**src/rtl/gost89_pkg.sv**
```systemverilog
// Purpose: shared types, constants and helpers for the GOST 28147-89 ECB core.
// Latency: n/a (declarations only).
// Backpressure: n/a.
//
// Contents: FSM state enum, ROUNDS, key_idx() key-schedule lookup, rol11().
package gost89_pkg;

    typedef enum logic [1:0] {
        IDLE = 2'd0,
        RUN  = 2'd1,
        DONE = 2'd2
    } state_e;

    localparam int ROUNDS = 32;

    // Round-key index for round rnd. 7 - (rnd mod 8) is the bitwise inverse
    // of the low three bits. Encrypt reverses the order for the last eight
    // rounds; decrypt runs forward for the first eight only.
    function automatic logic [2:0] key_idx(input logic [4:0] rnd, input logic decrypt);
        logic [2:0] idx;
        if (decrypt) begin
            idx = (rnd < 5'd8) ? rnd[2:0] : ~rnd[2:0];
        end else begin
            idx = (rnd < 5'd24) ? rnd[2:0] : ~rnd[2:0];
        end
        return idx;
    endfunction

    function automatic logic [31:0] rol11(input logic [31:0] x);
        return {x[20:0], x[31:21]};
    endfunction

endpackage

```
**src/rtl/gost89_round.sv**
```systemverilog
// Purpose: one combinational GOST Feistel round (add key, substitute, rotate, xor, swap).
// Latency: combinational.
// Backpressure: n/a.
//
// Ports: n1_i/n2_i halves in, rkey_i round key, sbox_i 8 rows x 64 bits,
//        n1_o/n2_o halves out.
module gost89_round
    import gost89_pkg::*;
(
    input  logic [31:0]  n1_i,
    input  logic [31:0]  n2_i,
    input  logic [31:0]  rkey_i,
    input  logic [511:0] sbox_i,
    output logic [31:0]  n1_o,
    output logic [31:0]  n2_o
);

    logic [31:0] sum;
    logic [31:0] sub;

    // Modular add, carry out of bit 31 dropped.
    assign sum = n1_i + rkey_i;

    for (genvar k = 0; k < 8; k++) begin : g_sbox
        gost89_sbox u_sbox (
            .row_i (sbox_i[64*k +: 64]),
            .nib_i (sum[4*k +: 4]),
            .nib_o (sub[4*k +: 4])
        );
    end

    assign n1_o = n2_i ^ rol11(sub);
    assign n2_o = n1_i;

endmodule

```
**src/rtl/gost89_sbox.sv**
```systemverilog
// Purpose: one 4-bit GOST S-box lookup driven by a 64-bit table row.
// Latency: combinational.
// Backpressure: n/a.
//
// Ports: row_i (16 x 4-bit entries, entry 0 in the top nibble), nib_i, nib_o.
module gost89_sbox (
    input  logic [63:0] row_i,
    input  logic [3:0]  nib_i,
    output logic [3:0]  nib_o
);

    // Entry j lives at bits [63-4j -: 4], so an identity row reads
    // 0x0123456789ABCDEF. Inverting the index turns that into a plain +: select.
    logic [3:0] slot;

    assign slot  = ~nib_i;
    assign nib_o = row_i[{slot, 2'b00} +: 4];

endmodule

```
**src/rtl/gost89_ecb_core.sv**
```systemverilog
// Purpose: iterative GOST 28147-89 ECB block cipher, UNROLL rounds per clock.
// Latency: out_valid rises 32/UNROLL clocks after the acceptance edge.
// Backpressure: result held in DONE until out_ready; in_ready low outside IDLE.
//
// Ports: clk, rst (async, active-high); in_valid/in_ready with decrypt, key,
//        sbox, data_in; out_valid/out_ready with data_out; busy.
// Build option: define GOST89_DECRYPT_EN to honour the decrypt input;
//        without it the core always encrypts and decrypt is ignored.
module gost89_ecb_core
    import gost89_pkg::*;
#(
    parameter int UNROLL = 1
) (
    input  logic         clk,
    input  logic         rst,
    input  logic         in_valid,
    output logic         in_ready,
    input  logic         decrypt,
    input  logic [255:0] key,
    input  logic [511:0] sbox,
    input  logic [63:0]  data_in,
    output logic         out_valid,
    input  logic         out_ready,
    output logic [63:0]  data_out,
    output logic         busy
);

    if (UNROLL != 1 && UNROLL != 2 && UNROLL != 4) begin : g_bad_unroll
        $error("gost89_ecb_core: UNROLL must be 1, 2 or 4");
    end

    state_e         state_q, state_d;
    logic [4:0]     rnd_q;
    logic [31:0]    n1_q, n2_q;
    logic [255:0]   key_q;
    logic [511:0]   sbox_q;
    logic [63:0]    dout_q;
    logic           dec_w;
    logic           accept;
    logic           last_grp;

    assign accept   = in_valid && in_ready;
    assign last_grp = (rnd_q == 5'(ROUNDS - UNROLL));

`ifdef GOST89_DECRYPT_EN
    logic dec_q;

    always_ff @(posedge clk or posedge rst) begin
        if (rst) begin
            dec_q <= 1'b0;
        end else if (accept) begin
            dec_q <= decrypt;
        end
    end

    assign dec_w = dec_q;
`else
    logic unused_decrypt;

    assign unused_decrypt = decrypt;
    assign dec_w          = 1'b0;
`endif

    // ---------------- FSM: state register ----------------
    always_ff @(posedge clk or posedge rst) begin
        if (rst) begin
            state_q <= IDLE;
        end else begin
            state_q <= state_d;
        end
    end

    // ---------------- FSM: next state ----------------
    always_comb begin
        state_d = state_q;
        case (state_q)
            IDLE:    if (accept)    state_d = RUN;
            RUN:     if (last_grp)  state_d = DONE;
            DONE:    if (out_ready) state_d = IDLE;
            default:                state_d = IDLE;
        endcase
    end

    // ---------------- FSM: outputs (decoded from the state register) ----------------
    always_comb begin
        in_ready  = (state_q == IDLE);
        busy      = (state_q != IDLE);
        out_valid = (state_q == DONE);
    end

    // ---------------- Round chain ----------------
    logic [31:0] n1_c [UNROLL+1];
    logic [31:0] n2_c [UNROLL+1];

    assign n1_c[0] = n1_q;
    assign n2_c[0] = n2_q;

    for (genvar u = 0; u < UNROLL; u++) begin : g_round
        logic [2:0]  idx;
        logic [31:0] rkey;

        assign idx  = key_idx(rnd_q + 5'(u), dec_w);
        assign rkey = key_q[{idx, 5'b00000} +: 32];

        gost89_round u_round (
            .n1_i   (n1_c[u]),
            .n2_i   (n2_c[u]),
            .rkey_i (rkey),
            .sbox_i (sbox_q),
            .n1_o   (n1_c[u+1]),
            .n2_o   (n2_c[u+1])
        );
    end

    // ---------------- Datapath registers ----------------
    always_ff @(posedge clk or posedge rst) begin
        if (rst) begin
            rnd_q  <= '0;
            n1_q   <= '0;
            n2_q   <= '0;
            key_q  <= '0;
            sbox_q <= '0;
            dout_q <= '0;
        end else if (accept) begin
            rnd_q  <= '0;
            n1_q   <= data_in[31:0];
            n2_q   <= data_in[63:32];
            key_q  <= key;
            sbox_q <= sbox;
        end else if (state_q == RUN) begin
            rnd_q <= rnd_q + 5'(UNROLL);
            n1_q  <= n1_c[UNROLL];
            n2_q  <= n2_c[UNROLL];
            // {N1, N2} order undoes the swap of the final round.
            if (last_grp) begin
                dout_q <= {n1_c[UNROLL], n2_c[UNROLL]};
            end
        end
    end

    assign data_out = dout_q;

endmodule
```
**config.mk**
```make
export PLATFORM = sky130hd
export DESIGN_NAME = gost89_ecb_core
export DESIGN_NICKNAME = d
export VERILOG_FILES = /design/src/rtl/gost89_pkg.sv /design/src/rtl/gost89_round.sv /design/src/rtl/gost89_sbox.sv /design/src/rtl/gost89_ecb_core.sv
export SDC_FILE = /design/constraint.sdc
export NUM_CORES = 2
export LEC_CHECK = 0
export ABC_AREA = 1
export ABC_CLOCK_PERIOD_IN_PS = 49700
export CORE_AREA = 4 4 350 352
export CTS_CLUSTER_SIZE = 20
export DETAILED_ROUTE_END_ITERATION = 12
export DIE_AREA = 0 0 354 356
export SYNTH_ARGS = -nofsm -noshare
export SYNTH_HDL_FRONTEND = slang
export SYNTH_SLANG_ARGS = --single-unit
```
**constraint.sdc**
```tcl
create_clock -name clk -period 49.7 [get_ports clk]
set_input_delay 9.94 -clock clk [delete_from_list [all_inputs] [get_ports clk]]
set_output_delay 9.94 -clock clk [all_outputs]
set_load 0.01 [all_outputs]
```
==> summary.md <==
Counting along the longest clock path gives a buffer depth of 3. Summing all placed instances gives a cell area of 54200 um2. Across every metal layer, demand over resource in global routing totals 27.5%. Setup repair after global routing left no endpoint under its margin. TritonCTS built the clock tree.

The worst hold-check path type was register to register. Largest fanout of any net on the critical path: 177. During synthesis, Yosys emitted a total of 0 warnings.

The number of placement rows was 127; the clock-pin slew on the worst setup and hold paths was 0.06 ns. The full die area is 126000 um2, and the async set or reset register ratio after synthesis is 100%. The mux share of post-synthesis cell area works out to 0%. The run finished with clean final reports. For the worst path required time, the log shows 50.30 ns. The synthesized-area fraction occupied by and/or/nand/nor cells was 33.7%. In this run the worst setup path terminates at key_q[68]$_DFFE_PP0P_. The post-synthesis net count came out at 6860. For the pin with the worst max-slew slack, the measured transition is 1.20 ns. The synthesized design spends more area on one cell type than any other, namely sky130_fd_sc_hd__dfrtp_1. The final critical delay including setup and external delays was 13.76 ns.

Kind of capture point of the worst setup path: a register. The main combinational cell family by area after synthesis was simple AND/OR/NAND/NOR gates. The fraction of layout instances using a drive strength above 1 is 3.70%.

The critical path in this run is classified as input port to register. The detailed router finished its first iteration with 3753 violations. Summing all non-filler instances in the final layout gives an area of 57900 um2.

The register bit total from synthesis is 903, and the number of distinct library cells after synthesis is 45. sky130_fd_sc_hd__nand2_1 is the most common cell in the netlist. End of the worst register-to-register path: n1_q[4]$_DFFE_PP0P_. The worst register-to-register path begins at rnd_q[4]$_DFFE_PP0P_. Setup violations remaining at the end of the flow were counted as 0. The area share of the largest cell type after synthesis came out at 51.4%.

The run gives 51.4% as the share of the yosys chip area belonging to registers. The tools report the initial antenna violation count as 53. The cell area that synthesis handed to floorplanning was 43900 um2.

The fmax was 72.7 MHz; the number of setup buffers added after CTS was 0. During I/O placement, the number of pins put on the boundary was 904. Buffers placed on the I/O ports in this run total 902. Entering global routing, the biggest net connects 212 pins. The later pin in the worst-skew pair is clocked with a latency of 0.71 ns. The floorplan step set the die width to 354 um.

Sorting the synthesized cells by area gives the leading types as sky130_fd_sc_hd__dfrtp_1, sky130_fd_sc_hd__nand2_1, sky130_fd_sc_hd__nand3_1, sky130_fd_sc_hd__o21ai_0, sky130_fd_sc_hd__inv_1. The tools report the startpoint of the most critical setup path as in_valid. For this design, the CTS-stage hold fixing added 0 buffers.

The cell count after synthesis came out at 5988. The H-tree depth reported by CTS is 3. The routability congestion estimate from global placement was 0.873; the area of the multi-input gates was 19100 um2.

The first global-routing pass estimated 262 mm of wire. The detailed router placed 42.2k vias in this run. The net count of the finished layout is 7589, and the post-cts sizing count is 0. The logs give 14.36 ns for the arrival time of data at the critical path endpoint and 178 mm for the routed wire length. In this run the remaining antenna-violating nets after routing total 0. CTS saw 903 sinks. In this run the tightest slew margin relative to its limit is 20.2%.

The tools report the sequential cell area as 22600 um2. Height of the die: 356 um. The area of the core region is 119000 um2, and the ratio of final minimum period to clock period is 27.7%. Max-cap violations in this run came to 0.

The post-synthesis compound-gate area fraction works out to 7.68%. The root buffer cell chosen for the clock tree is sky130_fd_sc_hd__clkbuf_16. The layout has 11.9k filler cells.

The clock skew was 0.0396 ns; the starting utilization of the core area was 36.8%. The most used flip-flop cell after synthesis is sky130_fd_sc_hd__dfrtp_1. TritonCTS created 107 clock buffers.

The first detailed-routing pass took 5 iterations. In this run the register-to-register setup slack is 42.35 ns. A synthesized cell averages 7.34 um2. The total negative slack was 0 ns.

The total overflow left after global routing is 0. Summed over all nets, the half-perimeter wirelength after detailed placement is 129 mm. The number of cells on the worst reg-to-reg path is 28. In the final routed layout, each cell accounts on average for 21.1 um. Post-synthesis xor/xnor area fraction: 0.738%. Yosys mapped a number of flops with a built-in enable equal to 0. Compared with the post-synthesis result, the final layout area differs by 31.7%. The tools report the startpoint kind of the worst setup timing path as an input port. Counting instances in the post-synthesis netlist gives the leading cell types as sky130_fd_sc_hd__nand2_1, sky130_fd_sc_hd__dfrtp_1, sky130_fd_sc_hd__nand3_1. Using the TritonRoute via totals, the vias-per-cell ratio works out to 4.99. For this run, design rule violations remaining after detail routing come to 0. For the number of max-slew violations in the final report, the log shows 0. The number of failing hold endpoints at the final stage was 0.

The synthesized netlist devotes 1.01% of its cell area to adder and majority cells. The tools report the via count of the first global-routing pass as 41.0k.
-- through the flow --
step	instances	utilization, %	hold WS [ns]	setup WS (ns)
floorplan	5988	-	0.441	14.37
global placement	8220	45.4	0.455	35.28
detailed placement	8220	45.4	0.457	35.32
CTS	8414	48.4	0.472	36.09
global route	8443	48.5	0.487	35.69
finish	8451	48.5	0.468	35.94
-- routing by layer --
layer | part of all wire (%) | global-route usage, %
met1 | 42 | 36.0
met2 | 48 | 45.1
met3 | 6.3 | 4.91
met4 | 3.9 | 11.4
met5 | 0.065 | 0
-- cells by family (layout without fill, tap and decap cells) --
| logic type | Yosys count | after routing |
|---|---|---|
| and+or+nand+nor | 3778 | 3778 |
| DFF | 903 | 903 |
| AOI/OAI and AO/OA | 624 | 624 |
| buffers and inverters | 614 | 1428 |
| adders and majority gates | 35 | 35 |
| xor gates and xnor gates | 34 | 34 |
| other | 0 | 37 |
-- worst max-delay path, cell delays in order --
cell	delay, ns
sky130_fd_sc_hd__clkdlybuf4s50_1	0.51
sky130_fd_sc_hd__nand2_4	0.38
sky130_fd_sc_hd__inv_8	0.74
sky130_fd_sc_hd__buf_12	0.52
sky130_fd_sc_hd__buf_4	0.78
sky130_fd_sc_hd__buf_4	0.79
sky130_fd_sc_hd__nand2_1	0.18
sky130_fd_sc_hd__o21ai_0	0.13
-- worst min path at each step --
stage	startpoint	end	slack, ns	depth (start not counted)
2_1_floorplan	sbox_q[108]$_DFFE_PP0P_	sbox_q[108]$_DFFE_PP0P_	0.44	2
3_3_place_gp	data_out[9]$_DFFE_PP0P_	data_out[9]$_DFFE_PP0P_	0.45	2
3_5_place_dp	data_out[5]$_DFFE_PP0P_	data_out[5]$_DFFE_PP0P_	0.46	2
4_1_cts	data_out[5]$_DFFE_PP0P_	data_out[5]$_DFFE_PP0P_	0.47	2
5_1_grt	data_out[21]$_DFFE_PP0P_	data_out[21]$_DFFE_PP0P_	0.49	2
6_report	data_out[5]$_DFFE_PP0P_	data_out[5]$_DFFE_PP0P_	0.47	2
-- cell type report --
| class | instances | area share [%] |
|---|---|---|
| clock buffer | 160 | 5.49 |
| timing repair buffer | 949 | 16.3 |
| antenna | 37 | 0.160 |
| multi-input combinational | 4471 | 32.9 |
| clock inverter | 34 | 0.655 |
| tap | 1612 | 3.48 |
| inverter | 285 | 1.88 |
| sequential | 903 | 39.0 |
-- cell usage in the layout, fill, tap and decap left out, types with 3 or more instances in the layout --
master,n
sky130_fd_sc_hd__nand4_1,4
sky130_fd_sc_hd__inv_2,3
sky130_fd_sc_hd__nand2_2,6
sky130_fd_sc_hd__o31ai_1,10
sky130_fd_sc_hd__clkbuf_1,24
sky130_fd_sc_hd__buf_12,6
sky130_fd_sc_hd__clkbuf_8,28
sky130_fd_sc_hd__dfrtp_1,903
sky130_fd_sc_hd__clkinv_8,3
sky130_fd_sc_hd__buf_4,41
sky130_fd_sc_hd__a22oi_1,8
sky130_fd_sc_hd__nand2_1,3162
sky130_fd_sc_hd__o22ai_1,62
sky130_fd_sc_hd__clkinv_2,18
sky130_fd_sc_hd__nand3_1,433
sky130_fd_sc_hd__o21ai_0,327
sky130_fd_sc_hd__bufinv_16,4
sky130_fd_sc_hd__a21oi_1,162
sky130_fd_sc_hd__diode_2,37
sky130_fd_sc_hd__clkbuf_16,108
sky130_fd_sc_hd__a21o_1,3
sky130_fd_sc_hd__nor3_1,5
sky130_fd_sc_hd__nor2_1,151
sky130_fd_sc_hd__xor2_1,20
sky130_fd_sc_hd__clkdlybuf4s50_1,902
sky130_fd_sc_hd__inv_1,277
sky130_fd_sc_hd__xor2_4,4
sky130_fd_sc_hd__xor2_2,3
sky130_fd_sc_hd__ha_1,34
sky130_fd_sc_hd__o211ai_1,25
sky130_fd_sc_hd__o21bai_1,5
sky130_fd_sc_hd__xnor2_1,6
sky130_fd_sc_hd__nor2_4,3
sky130_fd_sc_hd__o21a_1,3
sky130_fd_sc_hd__clkinvlp_4,4
sky130_fd_sc_hd__o21ai_1,11
sky130_fd_sc_hd__or2_2,3
-- sequential cells by signal, indices dropped and copies added (netlist names) --
signal    cells
state_q       2
sbox_q      512
key_q       256
rnd_q         5
n1_q         32
data_out     64
n2_q         32
Power is not shown: default switching activity piles up to over one toggle a cycle in this logic, so the estimate is an artifact.
